<file path="src/rtl/s2p_receiver_pkg.sv">
// s2p_receiver_pkg: shared types and constants for the serial-to-parallel receiver.
// Build option: define S2P_PARITY_EN to expect one even-parity bit after the data bits.
package s2p_receiver_pkg;

    // Receiver FSM encodings
    typedef enum logic [1:0] {
        ST_IDLE     = 2'd0,
        ST_SHIFT    = 2'd1,
        ST_WAIT_END = 2'd2
    } state_t;

    // Number of strobes per frame beyond the data bits
`ifdef S2P_PARITY_EN
    localparam int PARITY_BITS = 1;
`else
    localparam int PARITY_BITS = 0;
`endif

endpackage

</file>
<file path="src/rtl/s2p_shift_reg.sv">
// s2p_shift_reg: WIDTH-bit serial-in shift register with synchronous clear.
// MSB_FIRST=1 shifts left (new bit into bit 0); MSB_FIRST=0 shifts right (new bit into the MSB).
// word_o is the value the register takes at the next edge when not cleared, so the owner can
// capture a completed word on the same cycle as its final bit.
module s2p_shift_reg #(
    parameter int WIDTH     = 32,
    parameter bit MSB_FIRST = 1'b1
) (
    input  logic             clk_i,
    input  logic             rst_n_i,
    input  logic             clr_i,
    input  logic             shift_i,
    input  logic             bit_i,
    output logic [WIDTH-1:0] word_o
);

    logic [WIDTH-1:0] data_q;
    logic [WIDTH-1:0] data_d;
    logic [WIDTH-1:0] shifted;

    generate
        if (MSB_FIRST) begin : g_msb_first
            assign shifted = {data_q[WIDTH-2:0], bit_i};
        end else begin : g_lsb_first
            assign shifted = {bit_i, data_q[WIDTH-1:1]};
        end
    endgenerate

    // Next contents: shift on enable, clear wins over everything
    always_comb begin
        word_o = shift_i ? shifted : data_q;
        data_d = clr_i ? '0 : word_o;
    end

    // Register with synchronous active-low reset
    always_ff @(posedge clk_i) begin
        if (!rst_n_i) data_q <= '0;
        else          data_q <= data_d;
    end

endmodule

</file>
<file path="src/rtl/s2p_receiver.sv">
// s2p_receiver: receive end of the serial link. Collects one word per frame, one bit per
// strobe, and presents it on a valid/ready parallel port.
// Build option: define S2P_PARITY_EN for a trailing even-parity bit and a live parity_err.
// Handshake: par_valid stays high with par_data stable until a cycle with par_valid & par_ready;
// a word finishing while the port is still full is dropped and flagged via sticky overrun.
module s2p_receiver
    import s2p_receiver_pkg::*;
#(
    parameter int WIDTH     = 32,
    parameter bit MSB_FIRST = 1'b1
) (
    input  logic             clk,
    input  logic             rst_n,
    input  logic             s_frame,
    input  logic             s_bit_en,
    input  logic             s_data,
    output logic [WIDTH-1:0] par_data,
    output logic             par_valid,
    input  logic             par_ready,
    output logic             busy,
    output logic             frame_err,
    output logic             overrun,
    output logic             parity_err,
    output state_t           dbg_state
);

    localparam int            NBITS    = WIDTH + PARITY_BITS;
    localparam int            CW       = $clog2(WIDTH + 2);
    localparam logic [CW-1:0] LAST_CNT = CW'(NBITS - 1);
    localparam logic [CW-1:0] DATA_CNT = CW'(WIDTH);

    state_t           state_q, state_d;
    logic [CW-1:0]    cnt_q, cnt_d;
    logic [WIDTH-1:0] par_data_q, par_data_d;
    logic             par_valid_q, par_valid_d;
    logic             frame_err_q, frame_err_d;
    logic             overrun_q, overrun_d;

    logic             strobe, take, last, abort, commit;
    logic             sr_clr, sr_shift;
    logic [WIDTH-1:0] sr_word;

    // Frame events: an accepted bit, the final bit, and an early frame drop
    always_comb begin
        strobe   = s_frame & s_bit_en;
        take     = strobe & ((state_q == ST_IDLE) | (state_q == ST_SHIFT));
        last     = take & (cnt_q == LAST_CNT);
        abort    = (state_q == ST_SHIFT) & ~s_frame;
        sr_shift = take & (cnt_q < DATA_CNT);
        sr_clr   = abort | ((state_q == ST_WAIT_END) & ~s_frame);
        commit   = last & (~par_valid_q | par_ready);
    end

    s2p_shift_reg #(
        .WIDTH     (WIDTH),
        .MSB_FIRST (MSB_FIRST)
    ) u_shift (
        .clk_i   (clk),
        .rst_n_i (rst_n),
        .clr_i   (sr_clr),
        .shift_i (sr_shift),
        .bit_i   (s_data),
        .word_o  (sr_word)
    );

    // FSM state register
    always_ff @(posedge clk) begin
        if (!rst_n) state_q <= ST_IDLE;
        else        state_q <= state_d;
    end

    // FSM next state
    always_comb begin
        state_d = state_q;
        case (state_q)
            ST_IDLE:     if (strobe) state_d = last ? ST_WAIT_END : ST_SHIFT;
            ST_SHIFT:    if (!s_frame) state_d = ST_IDLE;
                         else if (last) state_d = ST_WAIT_END;
            ST_WAIT_END: if (!s_frame) state_d = ST_IDLE;
            default:     state_d = ST_IDLE;
        endcase
    end

    // FSM outputs
    always_comb begin
        busy      = (state_q == ST_SHIFT) | (state_q == ST_WAIT_END);
        dbg_state = state_q;
    end

    // Bit counter and output-port next values
    always_comb begin
        cnt_d = cnt_q;
        if (sr_clr || last) cnt_d = '0;
        else if (take)      cnt_d = cnt_q + CW'(1);

        par_data_d  = par_data_q;
        par_valid_d = par_valid_q;
        if (commit) begin
            par_data_d  = sr_word;
            par_valid_d = 1'b1;
        end else if (par_valid_q && par_ready) begin
            par_valid_d = 1'b0;
        end

        frame_err_d = abort;
        overrun_d   = overrun_q | (last & ~commit);
    end

    // Counter, output port and status flags
    always_ff @(posedge clk) begin
        if (!rst_n) begin
            cnt_q       <= '0;
            par_data_q  <= '0;
            par_valid_q <= 1'b0;
            frame_err_q <= 1'b0;
            overrun_q   <= 1'b0;
        end else begin
            cnt_q       <= cnt_d;
            par_data_q  <= par_data_d;
            par_valid_q <= par_valid_d;
            frame_err_q <= frame_err_d;
            overrun_q   <= overrun_d;
        end
    end

`ifdef S2P_PARITY_EN
    logic parity_err_q, parity_err_d;

    // The final strobe carries the parity bit; the data bits are already complete in sr_word
    always_comb begin
        parity_err_d = parity_err_q;
        if (commit) parity_err_d = (^sr_word) ^ s_data;
    end

    // Parity result travels with the word it belongs to
    always_ff @(posedge clk) begin
        if (!rst_n) parity_err_q <= 1'b0;
        else        parity_err_q <= parity_err_d;
    end

    assign parity_err = parity_err_q;
`else
    assign parity_err = 1'b0;
`endif

    assign par_data  = par_data_q;
    assign par_valid = par_valid_q;
    assign frame_err = frame_err_q;
    assign overrun   = overrun_q;

endmodule

</file>
<file path="config.mk">
export PLATFORM = sky130hd
export DESIGN_NAME = s2p_receiver
export DESIGN_NICKNAME = d
export VERILOG_FILES = /design/src/rtl/s2p_receiver_pkg.sv /design/src/rtl/s2p_shift_reg.sv /design/src/rtl/s2p_receiver.sv
export SDC_FILE = /design/constraint.sdc
export NUM_CORES = 1
export LEC_CHECK = 0
export BUFFER_PORTS_ARGS = -buffer_cell sky130_fd_sc_hd__buf_4
export CORE_AREA = 2 2 83 85
export DETAILED_ROUTE_END_ITERATION = 8
export DIE_AREA = 0 0 85 87
export PLACE_DENSITY_LB_ADDON = 0.15
export SLEW_MARGIN = 15
export SYNTH_ARGS = -nofsm -noshare
export SYNTH_HDL_FRONTEND = slang
export SYNTH_HIERARCHICAL = 1
export SYNTH_SLANG_ARGS = --single-unit
export TNS_END_PERCENT = 30
</file>
<file path="constraint.sdc">
create_clock -name clk -period 2.1 [get_ports clk]
set_input_delay 0.105 -clock clk [delete_from_list [all_inputs] [get_ports clk]]
set_output_delay 0.105 -clock clk [all_outputs]
set_load 0.02 [all_outputs]
</file>
==> impl_metrics.json <==
{
  "outcome": "completed",
  "numCtsBuffers": 9,
  "stdcell_area_mm2": 0.00385,
  "syn_inst": 312,
  "crit_path_start_kind": "register",
  "power_density_mw_per_mm2": 700,
  "overflow": 0,
  "fin_setup_tns_ns": 0,
  "worst_pin_slew_ns": 0.529,
  "ys.warnings.count": 6,
  "seq_area_frac_synth_pct": 46.0,
  "wl_per_cell_um": 12.5,
  "fin_util_pct": 58.6,
  "rsz0062_at_grt": "no",
  "diodes": 0,
  "crit_type": "reg -> reg",
  "grt_max_degree": 47,
  "postPlaceCellArea_mm2": 0.00363,
  "synth_edf_count": 0,
  "finalCriticalPeriod_ns": 1.93,
  "grt_pass1_vias": 2053,
  "finalClockSkew_ns": 0.00696,
  "synth-xor-area-share_pct": 0.536,
  "dp.cells": 422,
  "worstPathArrival_ns": 2.14,
  "endpoint": "par_data[14]",
  "drt_wl_total_um": 5500,
  "firstDrtPassIters": 4,
  "r2r_cells": 8,
  "ys_types": 35,
  "hold_viol": 0,
  "portBuffers": 43,
  "vias_per_cell": 4.92,
  "cp-startpoint": "dbg_state[0]",
  "core_area_mm2": 0.00657,
  "power_w": 0.00269,
  "synth_top_family_by_area": "multiplexers",
  "rows": 30,
  "endpoint_kind": "register",
  "synth_area_per_cell_um2": 10.5,
  "netlist_area_mm2": 0.00327,
  "synthTopCellsByArea": "dfxtp_1 46%, mux2_4 14%, mux2i_1 10%, nand2_1 8.0%, nor2b_1 6.3%",
  "clock-sinks": 75,
  "yosysMostFrequentCell": "dfxtp_1",
  "clock.fmax_mhz": 518,
  "grt_pass1_wl_um": 9210,
  "drt_iter0_drc": 59,
  "antenna_left": 0,
  "dp_hpwl_um": 3570,
  "antenna_found_initial": 0,
  "slew_violations": 0,
  "ys_top_cells_by_count": "75 x dfxtp_1, 70 x nand2_1, 33 x mux2i_1, 33 x nor2b_1, 30 x mux2_4",
  "syn_nets": 322,
  "rr_startpoint": "dbg_state[0]",
  "synth.mux.area_fraction_pct": 24.6,
  "die_h_um": 87,
  "cts.path.max_buffers": 2,
  "cts_max_level": 3,
  "finalWeightedCongestion": 0.797,
  "layout.nets": 364,
  "grtUsageTotal_pct": 15.6,
  "initial_core_util_pct": 49.7,
  "rrSetupSlack_ns": 0.17,
  "setup_violations": 0,
  "cts_root_buffer": "clkbuf_8",
  "layoutNonFillerInstCount": 439,
  "yosysTopAreaCell": "dfxtp_1",
  "synthAdderAreaFrac_pct": 1.53,
  "post-route-drc-count": 0,
  "die_w_um": 85,
  "max_slew_margin_pct": 64.5,
  "fin_crit_sh_pct": 91.9,
  "worstPathMaxFanout": 32,
  "postCtsResizedCells": 0,
  "path_clk_slew_ns": 0.07,
  "required_ns": 2.31,
  "area_delta_synth_final_pct": 17.8,
  "synth-main-ff-cell": "dfxtp_1",
  "max_cap_violations": 0,
  "dieArea_mm2": 0.00740,
  "layout-drive-gt1-share_pct": 27.9,
  "worstReg2RegEnd": "par_data[14]",
  "async_flop_share_pct": 0,
  "ir_drop_uv": 406,
  "yosys.area_share.simple_pct": 17.7,
  "min_path_type": "in -> reg",
  "p_leak_nw": 1.49,
  "worstSkewPairLatency_ns": 0.33,
  "ys_ff_latch": 75,
  "io_pins": 45,
  "synth_compound_area_share_pct": 4.60,
  "tritoncts": "yes",
  "dr_total_vias": 2158,
  "synth_top_area_share_pct": 46.0
}
## sequential cells by signal, indices dropped and copies added (netlist names)
| name | flops |
|---|---|
| overrun | 1 |
| frame_err | 1 |
| par_data | 32 |
| cnt_q | 6 |
| dbg_state | 2 |
| u_shift/data_q | 32 |
| par_valid | 1 |
## kinds of logic (layout without fill, tap and decap cells)
| logic type | count (synthesis) | count (layout) |
|---|---|---|
| simple gates | 120 | 120 |
| flops | 75 | 75 |
| mux | 65 | 65 |
| buf+inv | 26 | 73 |
| compound gates | 19 | 19 |
| fa+ha+maj | 4 | 4 |
| xor+xnor | 2 | 2 |
| other cells | 1 | 1 |
## worst min path at each step
stage,start,endpoint,slack [ns],cells after the start
2_1_floorplan,s_frame,frame_err,0.18,1
3_3_place_gp,s_frame,frame_err,0.34,2
3_5_place_dp,s_frame,frame_err,0.35,2
4_1_cts,s_bit_en,dbg_state[0],0.06,3
5_1_grt,s_bit_en,dbg_state[0],0.07,3
6_report,s_bit_en,dbg_state[0],0.08,3
## through the flow
step / worst slack [ns] / hold slack (ns)
2_1_floorplan: 0.00638 / 0.177
3_3_place_gp: 0.253 / 0.338
3_5_place_dp: 0.198 / 0.346
4_1_cts: 0.168 / 0.0633
5_1_grt: 0.0467 / 0.0727
6_report: 0.169 / 0.0770
## layout make-up
type / count / area, µm²
Clock buffer: 15 / 176
Clock inverter: 1 / 30.0
Fill cell: 587 / 2720
Inverter: 6 / 22.5
Multi-Input combinational cell: 211 / 1610
Sequential cell: 75 / 1500
Tap cell: 80 / 100
Timing Repair Buffer: 51 / 410
## repair_timing
action                                 in CTS  in global routing
hold buffers                                1                  0
endpoints found under the hold margin       1                  0
setup buffers                               0                  0
## routing by layer
| layer | share of wire (%) | track usage (%) |
|---|---|---|
| met5 | 0 | 0 |
| met4 | 1.5 | 6.49 |
| met3 | 3.2 | 4.08 |
| met2 | 47 | 25.4 |
| met1 | 49 | 19.6 |
## report_power, final
group,internal [W],switching (W),leakage [nW],total [W]
registers,0.00143,0.00000505,0.604,0.00143
logic,0.0000528,0.0000876,0.782,0.000140
clock network,0.000649,0.000471,0.104,0.00112
## critical path, stage by stage (launching register included)
cell      delay (ns)
dfxtp_1         0.38
inv_1           0.08
ha_1            0.27
o211ai_4        0.33
nor2_4          0.07
buf_12          0.19
mux2_4          0.33
nand2_1         0.08
mux2i_1         0.07
## cell usage in the layout (no fill, tap or decap)
master,instances
a2111oi_0,1
mux2_4,30
nor4_4,1
a21boi_0,1
a31o_2,1
nand2_1,70
a211oi_1,2
or4_1,1
or4b_2,1
nand4_1,1
nand2b_1,1
and2_1,1
xor2_1,2
dfxtp_1,75
buf_4,48
o21a_1,5
inv_1,6
nor3_1,3
mux2_2,2
bufinv_16,1
o21ai_0,2
clkbuf_1,3
ha_1,4
buf_12,2
conb_1,1
nor2_4,1
a21oi_1,2
o31ai_1,2
nand3_1,1
o2111ai_1,1
clkbuf_8,12
o21bai_1,1
nand3b_1,1
nor2b_1,33
dlygate4sd3_1,1
nor2_1,5
mux2i_1,33
o211ai_4,1
Power figures use the tool's default switching activity.
